## config.mk

```make
export PLATFORM = sky130hd
export DESIGN_NAME = vm_wb_arb
export DESIGN_NICKNAME = d
export VERILOG_FILES = /design/src/rtl/vm_wb_pkg.sv /design/src/rtl/vm_wb_wdog.sv /design/src/rtl/vm_wb_arb.sv
export SDC_FILE = /design/constraint.sdc
export NUM_CORES = 1
export LEC_CHECK = 0
export ABC_CLOCK_PERIOD_IN_PS = 4650
export CAP_MARGIN = 20
export CORE_AREA = 2 2 90 92
export CTS_CLUSTER_SIZE = 12
export DETAILED_ROUTE_END_ITERATION = 16
export DIE_AREA = 0 0 92 94
export DONT_BUFFER_PORTS = 1
export GPL_ROUTABILITY_DRIVEN = 0
export MAX_ROUTING_LAYER = met4
export PLACE_DENSITY = 0.32
export SETUP_SLACK_MARGIN = 0.2
export SLEW_MARGIN = 30
export SYNTH_ARGS = -nofsm -noshare
export SYNTH_HDL_FRONTEND = slang
export SYNTH_SLANG_ARGS = --single-unit
export TNS_END_PERCENT = 30
```

## constraint.sdc

```tcl
create_clock -name vm_clk_p -period 4.65 [get_ports vm_clk_p]
set_input_delay 0.2325 -clock vm_clk_p [delete_from_list [all_inputs] [get_ports vm_clk_p]]
set_output_delay 0.2325 -clock vm_clk_p [all_outputs]
set_load 0.02 [all_outputs]
```

## src/rtl/vm_wb_pkg.sv

```systemverilog
// Shared Wishbone widths, arbiter state encoding and the round-robin winner search.
// Used by every file in the arbiter; pure declarations, no timing.
package vm_wb_pkg;
  localparam int WB_AW = 16;
  localparam int WB_DW = 16;
  localparam int WB_SW = 2;

  typedef enum logic {
    ARB_IDLE = 1'b0,
    ARB_BUSY = 1'b1
  } arb_state_e;

  // First requester found searching upward from 'start', wrapping at nm.
  function automatic logic [1:0] rr_pick(input logic [3:0] req, input logic [1:0] start,
                                         input int nm);
    logic [1:0] win;
    logic [1:0] idx;
    logic       found;
    win   = '0;
    found = 1'b0;
    for (int i = 0; i < 4; i++) begin
      idx = 2'((int'(start) + i) % nm);
      if (!found && req[idx]) begin
        win   = idx;
        found = 1'b1;
      end
    end
    return win;
  endfunction
endpackage

```

## src/rtl/vm_wb_wdog.sv

```systemverilog
// Per-transfer watchdog: synthetic ack plus error pulse after TOUT strobe clocks with no ack.
// Same-clock combinational expiry; a real ack in the expiry clock suppresses it.
module vm_wb_wdog
  import vm_wb_pkg::*;
#(
  parameter int TOUT = 63
) (
  input  logic clk,
  input  logic rst_n,
  input  logic stb_i,
  input  logic ack_i,
  output logic wd_ack_o,
  output logic err_o
);
  logic [7:0] cnt_q, cnt_d;

  always_comb begin
    wd_ack_o = stb_i && !ack_i && (cnt_q == 8'(TOUT));
    err_o    = wd_ack_o;
    cnt_d    = cnt_q + 8'd1;
    if (!stb_i || ack_i || wd_ack_o) cnt_d = '0;
  end

  always_ff @(posedge clk) begin
    if (!rst_n) cnt_q <= '0;
    else        cnt_q <= cnt_d;
  end
endmodule

```

## src/rtl/vm_wb_arb.sv

```systemverilog
// Wishbone shared-bus arbiter for up to four masters, whole-cycle grants, RR or fixed priority.
// Request-to-grant one clock; a forced idle clock separates owners; slave outputs are gated muxes.
module vm_wb_arb
  import vm_wb_pkg::*;
#(
  parameter int NM   = 4,
  parameter int RR   = 1,
  parameter int TOUT = 63
) (
  input  logic                  vm_clk_p,
  input  logic                  vm_rst_n,
  input  logic [NM-1:0]         wbm_cyc_i,
  input  logic [NM-1:0]         wbm_stb_i,
  input  logic [NM-1:0]         wbm_we_i,
  input  logic [WB_SW*NM-1:0]   wbm_sel_i,
  input  logic [WB_AW*NM-1:0]   wbm_adr_i,
  input  logic [WB_DW*NM-1:0]   wbm_dat_i,
  output logic [NM-1:0]         wbm_gnt_o,
  output logic [NM-1:0]         wbm_ack_o,
  output logic [WB_DW-1:0]      wbm_dat_o,
  output logic                  wbs_cyc_o,
  output logic                  wbs_stb_o,
  output logic                  wbs_we_o,
  output logic [WB_SW-1:0]      wbs_sel_o,
  output logic [WB_AW-1:0]      wbs_adr_o,
  output logic [WB_DW-1:0]      wbs_dat_o,
  input  logic [WB_DW-1:0]      wbs_dat_i,
  input  logic                  wbs_ack_i,
  output logic                  bus_err_o,
  output logic [1:0]            bus_own_o
);
  arb_state_e    state_q, state_d;
  logic [NM-1:0] gnt_q, gnt_d;
  logic [1:0]    own_q, own_d;
  logic [1:0]    ptr_q, ptr_d;
  logic [3:0]    req;
  logic [1:0]    win;
  logic          wd_ack;
  logic          wd_err;

  // ptr_q is where the next search starts, i.e. one past the last owner.
  always_comb begin
    req             = '0;
    req[NM-1:0]     = wbm_cyc_i;
    win             = rr_pick(req, (RR != 0) ? ptr_q : 2'd0, NM);
    state_d         = state_q;
    gnt_d           = gnt_q;
    own_d           = own_q;
    ptr_d           = ptr_q;
    case (state_q)
      ARB_IDLE: begin
        if (|req) begin
          state_d = ARB_BUSY;
          gnt_d   = NM'(1) << win;
          own_d   = win;
          ptr_d   = (int'(win) == NM - 1) ? 2'd0 : win + 2'd1;
        end
      end
      ARB_BUSY: begin
        if ((gnt_q & wbm_cyc_i) == '0) begin
          state_d = ARB_IDLE;
          gnt_d   = '0;
        end
      end
      default: begin
        state_d = ARB_IDLE;
        gnt_d   = '0;
      end
    endcase
  end

  always_ff @(posedge vm_clk_p) begin
    if (!vm_rst_n) begin
      state_q <= ARB_IDLE;
      gnt_q   <= '0;
      own_q   <= '0;
      ptr_q   <= '0;
    end else begin
      state_q <= state_d;
      gnt_q   <= gnt_d;
      own_q   <= own_d;
      ptr_q   <= ptr_d;
    end
  end

  // Grant is one-hot, so an AND-OR mux selects the owner and yields zero with no owner.
  always_comb begin
    wbs_cyc_o = |(gnt_q & wbm_cyc_i);
    wbs_stb_o = |(gnt_q & wbm_stb_i);
    wbs_we_o  = |(gnt_q & wbm_we_i);
    wbs_sel_o = '0;
    wbs_adr_o = '0;
    wbs_dat_o = '0;
    for (int k = 0; k < NM; k++) begin
      if (gnt_q[k]) begin
        wbs_sel_o = wbs_sel_o | wbm_sel_i[WB_SW*k +: WB_SW];
        wbs_adr_o = wbs_adr_o | wbm_adr_i[WB_AW*k +: WB_AW];
        wbs_dat_o = wbs_dat_o | wbm_dat_i[WB_DW*k +: WB_DW];
      end
    end
  end

  vm_wb_wdog #(.TOUT(TOUT)) u_wdog (
    .clk      (vm_clk_p),
    .rst_n    (vm_rst_n),
    .stb_i    (wbs_stb_o),
    .ack_i    (wbs_ack_i),
    .wd_ack_o (wd_ack),
    .err_o    (wd_err)
  );

  assign wbm_gnt_o = gnt_q;
  assign wbm_ack_o = gnt_q & {NM{wbs_ack_i | wd_ack}};
  assign wbm_dat_o = wd_ack ? '0 : wbs_dat_i;
  assign bus_err_o = wd_err;
  assign bus_own_o = own_q;
endmodule

```

==> results of run 1 <==
## cells by family after synthesis
| logic type | count (synthesis) | share of synthesized area |
|---|---|---|
| simple gates | 92 | 0.2544 |
| compound gates | 93 | 0.3983 |
| xor+xnor | 6 | 0.02977 |
| mux | 1 | 0.005670 |
| buf+inv | 23 | 0.08362 |
| fa+ha+maj | 5 | 0.03544 |
| flops | 17 | 0.1928 |
## final cells by class
cell class	count	area, µm²
clock buffers	4	45.04
fillers	865	5774
inverters	4	15.01
multi-input cells	197	1277
flip-flops and latches	17	345.3
well taps	102	127.6
repair buffers	3	22.52
## flip-flops by register name, indices dropped and copies added (netlist names)
register,flops
state_q,1
u_wdog.cnt_q,8
wbm_gnt_o,4
bus_own_o,2
ptr_q,2
## per-layer routing
layer | up-vias | track usage | part of all wire
li1 | 862 | - | -
met1 | 870 | 0.1881 | 0.41
met2 | 102 | 0.2543 | 0.51
met3 | 6 | 0.02889 | 0.064
met4 | 0 | 0.04478 | 0.015
met5 | - | - | 0
## metrics by stage
| step | instance area, µm² | hold slack [ns] | util |
|---|---|---|---|
| global placement | 1788 | 0.3776 | 0.2350 |
| detailed placement | 1788 | 0.3795 | 0.2350 |
| finish | 1833 | 0.1236 | 0.2410 |
| floorplan | 1765 | 0.4302 | - |
| CTS | 1833 | 0.1122 | 0.2410 |
| global route | 1833 | 0.1315 | 0.2410 |
## where the power goes
group          internal, mW  switching [mW]
Clock                0.0608          0.0520
Sequential            0.156          0.0382
Combinational        0.0650           0.182
## cell usage in the layout (no fill, tap or decap)
| cell type | netlist | layout |
|---|---|---|
| nand4bb_1 | 1 | 1 |
| or4b_1 | 1 | 1 |
| nand2_1 | 45 | 45 |
| dfxtp_2 | 0 | 4 |
| and3_1 | 1 | 1 |
| a21oi_1 | 5 | 5 |
| mux2i_1 | 1 | 1 |
| nand2b_1 | 2 | 2 |
| a21boi_0 | 1 | 1 |
| nor2b_1 | 13 | 13 |
| nor2_1 | 14 | 14 |
| o21ai_0 | 4 | 4 |
| o22ai_1 | 2 | 2 |
| buf_4 | 2 | 3 |
| nor4_1 | 1 | 1 |
| nor3_1 | 2 | 2 |
| clkbuf_8 | 0 | 3 |
| xnor2_1 | 4 | 4 |
| a22oi_1 | 74 | 74 |
| and3b_1 | 1 | 1 |
| inv_1 | 4 | 4 |
| dfxtp_1 | 17 | 13 |
| a32o_1 | 4 | 4 |
| ha_1 | 5 | 5 |
| nand3_1 | 4 | 4 |
| and2b_2 | 7 | 7 |
| clkbuf_1 | 8 | 1 |
| a2111oi_4 | 1 | 1 |
| o21a_1 | 1 | 1 |
| o211ai_1 | 1 | 1 |
| xor2_1 | 2 | 2 |
## worst min path at each step
stage / from / cells after the start / slack [ns] / end
6_report: vm_rst_n / 2 / 0.12 / ptr_q[0]$_SDFFE_PN0P_
2_1_floorplan: u_wdog.cnt_q[0]$_SDFF_PP0_ / 1 / 0.43 / u_wdog.cnt_q[0]$_SDFF_PP0_
3_5_place_dp: vm_rst_n / 2 / 0.38 / ptr_q[0]$_SDFFE_PN0P_
4_1_cts: vm_rst_n / 2 / 0.11 / ptr_q[0]$_SDFFE_PN0P_
3_3_place_gp: vm_rst_n / 2 / 0.38 / ptr_q[0]$_SDFFE_PN0P_
5_1_grt: vm_rst_n / 1 / 0.13 / ptr_q[1]$_SDFFE_PN0P_
==> summary.txt, run 1 <==
Initial Util - 0.2321
end of the critical path - wbm_ack_o[1]
port bufs - 0
# setup viols final - 0
Worst-path clk slew - 0.07 ns
worst-path cell chain - a22oi_1 -> a2111oi_4 -> buf_4 -> nor2_1 -> nor2b_1
final WL - 7333 µm
slew margin rel. - 0.4102
CP top delay family - flip-flops
crit start category - flop
RSZ-0062 raised after global routing - false
min-delay worst type - input port to flop
Nets - 398
Die X-Extent - 92 µm
Synth Flop Type - dfxtp_1
cts hold-fix bufs - 0
TritonCTS clock tree - done
Synth area leaders - a22oi_1 31%, dfxtp_1 19%, nand2_1 9.6%
#FFs+latches synth - 17
Sink Count - 17
reg2reg end - u_wdog.cnt_q[6]$_SDFF_PP0_
Max Clk Rate - 349.2 MHz
WS Path Type - flop to primary output
pre-CTS setup slack - 2.053 ns
Critical Path Source - wbm_gnt_o[0]$_SDFFE_PN0P_
Final Hold Viols - 0
Setup crit end kind - primary output
DR pass1 iterations - 4
Placed Cells - 323
PD cells - 302.7 nW/µm²
top post-synthesis cells by count - 74 x a22oi_1, 45 x nand2_1, 17 x dfxtp_1
status - finished clean
vias per cell - 5.627
Worst Clk Skew - 0.001168 ns
sum of negative setup slack - 0 ns
Max clock buf depth - 2
register area share after synthesis - 0.1928
initial antenna violation count - 0
Setup WS post-layout - 1.786 ns
Finished Layout Cells - 327
Row Count - 32
buffers and inverters on the worst path - 1
total of warnings raised by yosys - 0
Peak VDD IR - 0.1031 mV
number of remaining DRC errors - 0
R2R cell count - 4
Leakage - 0.6857 nW
crit-path max FO - 40
Mapped Area - 1765 µm²
most common cell in the synthesized netlist - a22oi_1
total number of vias - 1840
ANT cells - 0
first-pass GRT wire length - 9880 µm
Syn Inst Count - 237
Post-DRT Antenna Nets - 0
EDFF count, synth - 0
layout cell share with drive strength beyond 1 - 0.08000
die height - 94 µm
die footprint - 8648 µm²
area growth from synthesis to layout - 3.827%
syn nets - 409
# resized after CTS - 0
Post-CTS Setup Bufs - 0
Slew @ Worst Pin - 0.8847 ns
FFs w/ async S/R, synth - 0
RR Startpoint - wbm_gnt_o[0]$_SDFFE_PN0P_
post-synth top area share - 0.3147
H-tree Lvls - 1
synth unique cells - 32
cts bufs inserted - 3
maxcap violations - 0
leading area contributor after synthesis - a22oi_1
DR iter-0 viols - 48
crit share post-route - 0.6159
GR Overflow Total - 0
core box area - 7607 µm²
final total power - 554.9 µW
root buf cell - clkbuf_8
Worst EP arrival - 2.63 ns
I/O Pins - 231
pin count of the biggest net entering global routing - 41
vias in the first global route - 1738
Worst path depth - 5
latest clock arrival within the worst-skew pair - 0.25 ns
fin. max-slew vios - 0
Slowest Stage Delay on Critical Path - 0.89 ns
CP Data Required Time - 4.42 ns
Synth Area per Inst - 7.449 µm²
mean routed wirelength per cell - 22.43 µm
total track usage - 0.1522
slowest cell on the critical path - dfxtp_2
DPL Wire Length - 5762 µm
min Tclk post-route - 2.864 ns
reg2reg setup slack - 2.64 ns
Power figures use the tool's default switching activity.
==> run 2: changes to the inputs <==
ABC_AREA = 1   (was not set)
ABC_CLOCK_PERIOD_IN_PS = 2530   (was 4650)
CORE_AREA = 2 2 89 91   (was 2 2 90 92)
DIE_AREA = 0 0 91 93   (was 0 0 92 94)
PLACE_DENSITY = 0.37   (was 0.32)
clock period = 2.53 ns   (was 4.65 ns; I/O delays follow)
==> summary.txt, run 2 <==
fin. max-slew vios - 0 (unchanged)
Worst Hold Path Cells - 2 (unchanged)
core box area - 7527 µm² (-1.1%)
Mapped Area - 1956 µm² (+11%)
EDFF count, synth - 0 (unchanged)
most common cell in the synthesized netlist - nand2_1
max reg flops - 8 (unchanged)
TritonCTS clock tree - done
Post-CTS Setup Bufs - 0 (unchanged)
Critical Path Source - u_wdog.cnt_q[0]$_SDFF_PP0_
Synth area leaders - nand2_1 37%, dfxtp_1 17%, nand4_1 12%
GR Overflow Total - 0 (unchanged)
post-synthesis compound-gate area fraction - 0.05694 (-0.3414)
post-synth top area share - 0.3666 (+0.05193)
top post-synthesis cells by count - 191 x nand2_1, 41 x inv_1, 39 x nand4_1
DR iter-0 viols - 127 (+160%)
final WL - 8153 µm (+11%)
die footprint - 8463 µm² (-2.1%)
first-pass GRT wire length - 11330 µm (+15%)
# resized after CTS - 0 (unchanged)
WS Path Type - flop to primary output
Max Clk Rate - 474.1 MHz
status - finished clean
min Tclk post-route - 2.109 ns
mux contribution to synthesized area - 0 (-0.005670)
Biggest register - u_wdog.cnt_q
Post-Synth Adder-Cell Area - 0.03199 (-0.003446)
Nets - 568 (+43%)
multi-input logic area - 1380 µm² (+8.0%)
#FFs+latches synth - 17 (unchanged)
Post-DRT Antenna Nets - 0 (unchanged)
pin count of the biggest net entering global routing - 40 (-2.4%)
finished layout cell area - 2268 µm² (+24%)
FILL cells - 858 (-0.81%)
layout cell share with drive strength beyond 1 - 0.09873 (+0.01873)
crit-path max FO - 13 (-68%)
leading area contributor after synthesis - nand2_1
vias per cell - 4.928 (-12%)
total track usage - 0.1764 (+0.02418)
Syn Inst Count - 380 (+60%)
Final Hold Viols - 0 (unchanged)
min-delay worst type - input port to flop
Setup WS post-layout - 0.4209 ns (-1.365 ns)
Post-Synth XOR/XNOR Area - 0.008957 (-0.02081)
maxcap violations - 0 (unchanged)
sum of negative setup slack - 0 ns (unchanged)
register area - 340.3 µm² (-1.4%)
Worst Clk Skew - 0.002771 ns (+0.001604 ns)
ANT cells - 0 (unchanged)
port bufs - 0 (unchanged)
crit start category - flop
I/O Pins - 231 (unchanged)
Setup crit end kind - primary output
Worst EP arrival - 1.98 ns (-0.65 ns)
Sink Count - 17 (unchanged)
number of remaining DRC errors - 0 (unchanged)
pre-CTS setup slack - 0.5895 ns (-1.464 ns)
hold path start - vm_rst_n
Max clock buf depth - 2 (unchanged)
Slew @ Worst Pin - 0.4937 ns (-0.3910 ns)
# setup viols final - 0 (unchanged)
Synth Area per Inst - 5.146 µm² (-31%)
cts bufs inserted - 3 (unchanged)
die height - 93 µm (-1.1%)
Leakage - 1.031 nW (+50%)
mean routed wirelength per cell - 16.40 µm (-27%)
most frequent cells in the layout - 191 x nand2_1, 41 x inv_1, 39 x nand4_1
R2R cell count - 8 (+4)
commonest non-fill, non-tap cell in the layout - nand2_1
vias in the first global route - 2102 (+21%)
FFs w/ async S/R, synth - 0 (unchanged)
Layout Utilization - 0.3014 (+0.06041)
CP Data Required Time - 2.40 ns (-2.02 ns)
largest family of logic cells by synthesized area - simple AND/OR/NAND/NOR gates
slew margin rel. - 0.6699 (+0.2597)
register area share after synthesis - 0.1740 (-0.01875)
Initial Util - 0.2598 (+0.02773)
total of warnings raised by yosys - 0 (unchanged)
root buf cell - clkbuf_8
synth unique cells - 25 (-22%)
Post-Synth Simple-Gate Area - 0.6078 (+0.3534)
PD cells - 1029 nW/µm² (+240%)
H-tree Lvls - 1 (unchanged)
crit share post-route - 0.8337
RSZ-0062 raised after global routing - false
RR Startpoint - ptr_q[0]$_SDFFE_PN0P_
Row Count - 32 (unchanged)
WHS - 0.03062 ns (-0.09294 ns)
cts hold-fix bufs - 0 (unchanged)
initial antenna violation count - 0 (unchanged)
DR pass1 iterations - 4 (unchanged)
total number of vias - 2449 (+33%)
Worst-path clk slew - 0.06 ns (about the same)
DPL Wire Length - 6961 µm (+21%)
area growth from synthesis to layout - 16.00%
Peak VDD IR - 0.2976 mV (+190%)
Die X-Extent - 91 µm (-1.1%)
latest clock arrival within the worst-skew pair - 0.24 ns (about the same)
Synth Flop Type - dfxtp_1
syn nets - 552 (+35%)
Post-DP Area - 2223 µm² (+24%)
run 2: critical path, cell delays in order, from the launching register on:
cell and delay, ns:
dfxtp_1 0.35, ha_1 0.18, nand2_1 0.11, nor3_4 0.21, nand3_2 0.13, nor3b_4 0.30
buf_4 0.25, nor2_1 0.06, buf_4 0.15
run 2: power breakdown:
group / internal (mW) / total, mW / switching [mW]
Clock: 0.111 / 0.196 / 0.0849
Combinational: 0.411 / 1.74 / 1.33
Sequential: 0.317 / 0.395 / 0.0772
Total: 0.840 / 2.34 / 1.50
run 2: logic make-up (layout without fill, tap and decap cells):
family          Yosys count  after routing
flops                    17             17
simple gates            276            276
fa+ha+maj                 5              5
xor+xnor                  2              2
compound gates           20             20
buf+inv                  60             75
run 2: worst paths after layout:
check                                             endpoint  slack (ns)
worst min register to register  u_wdog.cnt_q[0]$_SDFF_PP0_        0.45
worst min-delay path                 ptr_q[1]$_SDFFE_PN0P_        0.03
worst max-delay path                          wbm_dat_o[9]        0.42
worst max register to register       ptr_q[1]$_SDFFE_PN0P_        0.56
run 2: layout make-up:
cell class                 instances  share of cell area
multi-input combinational        303              0.6084
sequential                        17              0.1500
timing repair buffer              29             0.09597
inverter                          42             0.06950
tap                              102             0.05626
clock buffer                       4             0.01986
run 2: metal layers:
metal  global-route usage  wire [µm]  vias up
met5                    -          0        -
met4              0.03662         76        0
met3              0.09670       1203        6
met2               0.2741       3774      150
met1               0.2018       3100     1062
li1                     -          -     1231
run 2: metrics by stage:
step	std cells	power [mW]
6_report	497	2.335
3_5_place_dp	493	2.171
3_3_place_gp	493	2.167
5_1_grt	497	2.576
4_1_cts	497	2.373
2_1_floorplan	380	1.732
==> run 3: changes to the inputs <==
ABC_CLOCK_PERIOD_IN_PS = 1700   (was 2530)
clock period = 1.7 ns   (was 2.53 ns; I/O delays follow)
==> summary.txt, run 3 (synthesis results as in run 2) <==
met2 WL post-DR - 4371 µm (+16%)
Worst-path clk slew - 0.07 ns (about the same)
CP most frequent cell - buf_4
fin. max-slew vios - 0 (unchanged)
DR pass1 iterations - 4 (unchanged)
latest clock arrival within the worst-skew pair - 0.25 ns (about the same)
status - complete, but fails checks
Setup crit end kind - primary output
ANT cells - 0 (unchanged)
Met1 Wirelength - 3221 µm (+3.9%)
finished layout cell area - 2811 µm² (+24%)
cts bufs inserted - 3 (unchanged)
final WL - 8388 µm (+2.9%)
crit share post-route - 1.074
crit-path max FO - 5 (-8)
metal3 WL - 636 µm (-47%)
I/O Pins - 231 (unchanged)
CP top delay family - simple AND/OR/NAND/NOR gates
PD cells - 1478 nW/µm² (+44%)
root buf cell - clkbuf_8
Initial Util - 0.2598 (unchanged)
Row Count - 32 (unchanged)
highest metal layer with signal wires - met4
core box area - 7527 µm² (unchanged)
pin count of the biggest net entering global routing - 36 (-10%)
die footprint - 8463 µm² (unchanged)
total track usage - 0.1785 (+0.002111)
Setup WS post-layout - -0.1251 ns (-0.5460 ns)
RSZ-0062 raised after global routing - true
GR Overflow Total - 0 (unchanged)
DR iter-0 viols - 69 (-46%)
total number of vias - 2543 (+3.8%)
Sink Count - 17 (unchanged)
Worst EP arrival - 1.74 ns (-0.24 ns)
vias per cell - 4.996 (+1.4%)
final total power - 4.155 mW (+78%)
CP Data Required Time - 1.62 ns (-0.78 ns)
buffers and inverters on the worst path - 3 (+1)
Worst Clk Skew - 0.004633 ns (+0.001862 ns)
vias in the first global route - 2144 (+2.0%)
Post-DP Area - 2446 µm² (+10%)
DPL Wire Length - 6726 µm (-3.4%)
TritonCTS clock tree - done
initial antenna violation count - 0 (unchanged)
WHS - 0.05857 ns (+0.02795 ns)
Leakage - 1.196 nW (+16%)
Max clock buf depth - 2 (unchanged)
crit start category - flop
Slew @ Worst Pin - 0.4823 ns (-0.01139 ns)
Biggest register - u_wdog.cnt_q
slew margin rel. - 0.6751 (+0.005175)
Max Clk Rate - 547.9 MHz
Final Hold Viols - 0 (unchanged)
port bufs - 0 (unchanged)
Peak VDD IR - 0.6810 mV (+130%)
most frequent cells in the layout - 170 x nand2_1, 39 x nand4_1, 37 x inv_1
Die X-Extent - 91 µm (unchanged)
number of remaining DRC errors - 0 (unchanged)
slowest cell on the critical path - dfxtp_4
worst-path cell chain - ha_4 -> nand2_4 -> nor3_4 -> nand3_2 -> nor3b_4 -> buf_12 -> buf_4 -> nor2_1 -> buf_4
layout cell share with drive strength beyond 1 - 0.2776 (+0.1789)
WS Path Type - flop to primary output
min-delay worst type - input port to flop
first-pass GRT wire length - 11670 µm (+3.0%)
Nets - 580 (+2.1%)
mean routed wirelength per cell - 16.48 µm (+0.46%)
commonest non-fill, non-tap cell in the layout - nand2_1
failing checks - setup timing
# setup viols final - 22 (+22)
max reg flops - 8 (unchanged)
maxcap violations - 0 (unchanged)
Post-DRT Antenna Nets - 0 (unchanged)
H-tree Lvls - 1 (unchanged)
area growth from synthesis to layout - 43.76%
Slowest Stage Delay on Critical Path - 0.36 ns (about the same)
die height - 93 µm (unchanged)
min Tclk post-route - 1.825 ns
## run 3: worst paths after layout
check	startpoint	to	slack, ns	cells past startpoint
setup / recovery	u_wdog.cnt_q[0]$_SDFF_PP0_	wbm_dat_o[4]	-0.13	9
hold / removal	vm_rst_n	u_wdog.cnt_q[1]$_SDFF_PP0_	0.06	2
setup reg to reg	ptr_q[0]$_SDFFE_PN0P_	wbm_gnt_o[1]$_SDFFE_PN0P_	0	11
hold reg to reg	u_wdog.cnt_q[0]$_SDFF_PP0_	u_wdog.cnt_q[0]$_SDFF_PP0_	0.44	1
## run 3: metal layers
layer  up-vias  GRT usage
met5         -          -
met4         0    0.04167
met3         8    0.03465
met2       107     0.3093
met1      1166     0.2156
li1       1262          -
## run 3: per-stage QoR
step	worst slack, ns	util	TNS, ns	instances
floorplan	0.1086	-	0	380
global placement	0.04407	0.3250	0	492
detailed placement	0.01627	0.3250	0	492
CTS	-0.1319	0.3444	-2.298	505
global route	-0.2106	0.3735	-4.088	509
finish	-0.1251	0.3735	-2.020	509
## run 3: cell type report
cell class                      instances  area, µm²
Timing Repair Buffer                   41      416.7
Clock inverter                          1      5.005
Tap cell                              102      127.6
Fill cell                             862       4716
Inverter                               42      172.7
Clock buffer                            3      41.29
Sequential cell                        17      357.8
Multi-Input combinational cell        303       1690
## run 3: report_power, final
group / total (mW) / internal [mW] / switching, mW
sequential: 0.593 / 0.489 / 0.105
clock: 0.308 / 0.163 / 0.145
combinational: 3.25 / 1.00 / 2.25
## run 3: what timing repair did
item                                    in CTS  in global routing
pin swaps                                    7                 21
buffers inserted                             8                  3
endpoints found under the setup margin      62                 72
gates cloned                                 0                  1
resized for setup                            5                 53
hold buffers                                 1                  0
hold endpoints to repair                     1                  0
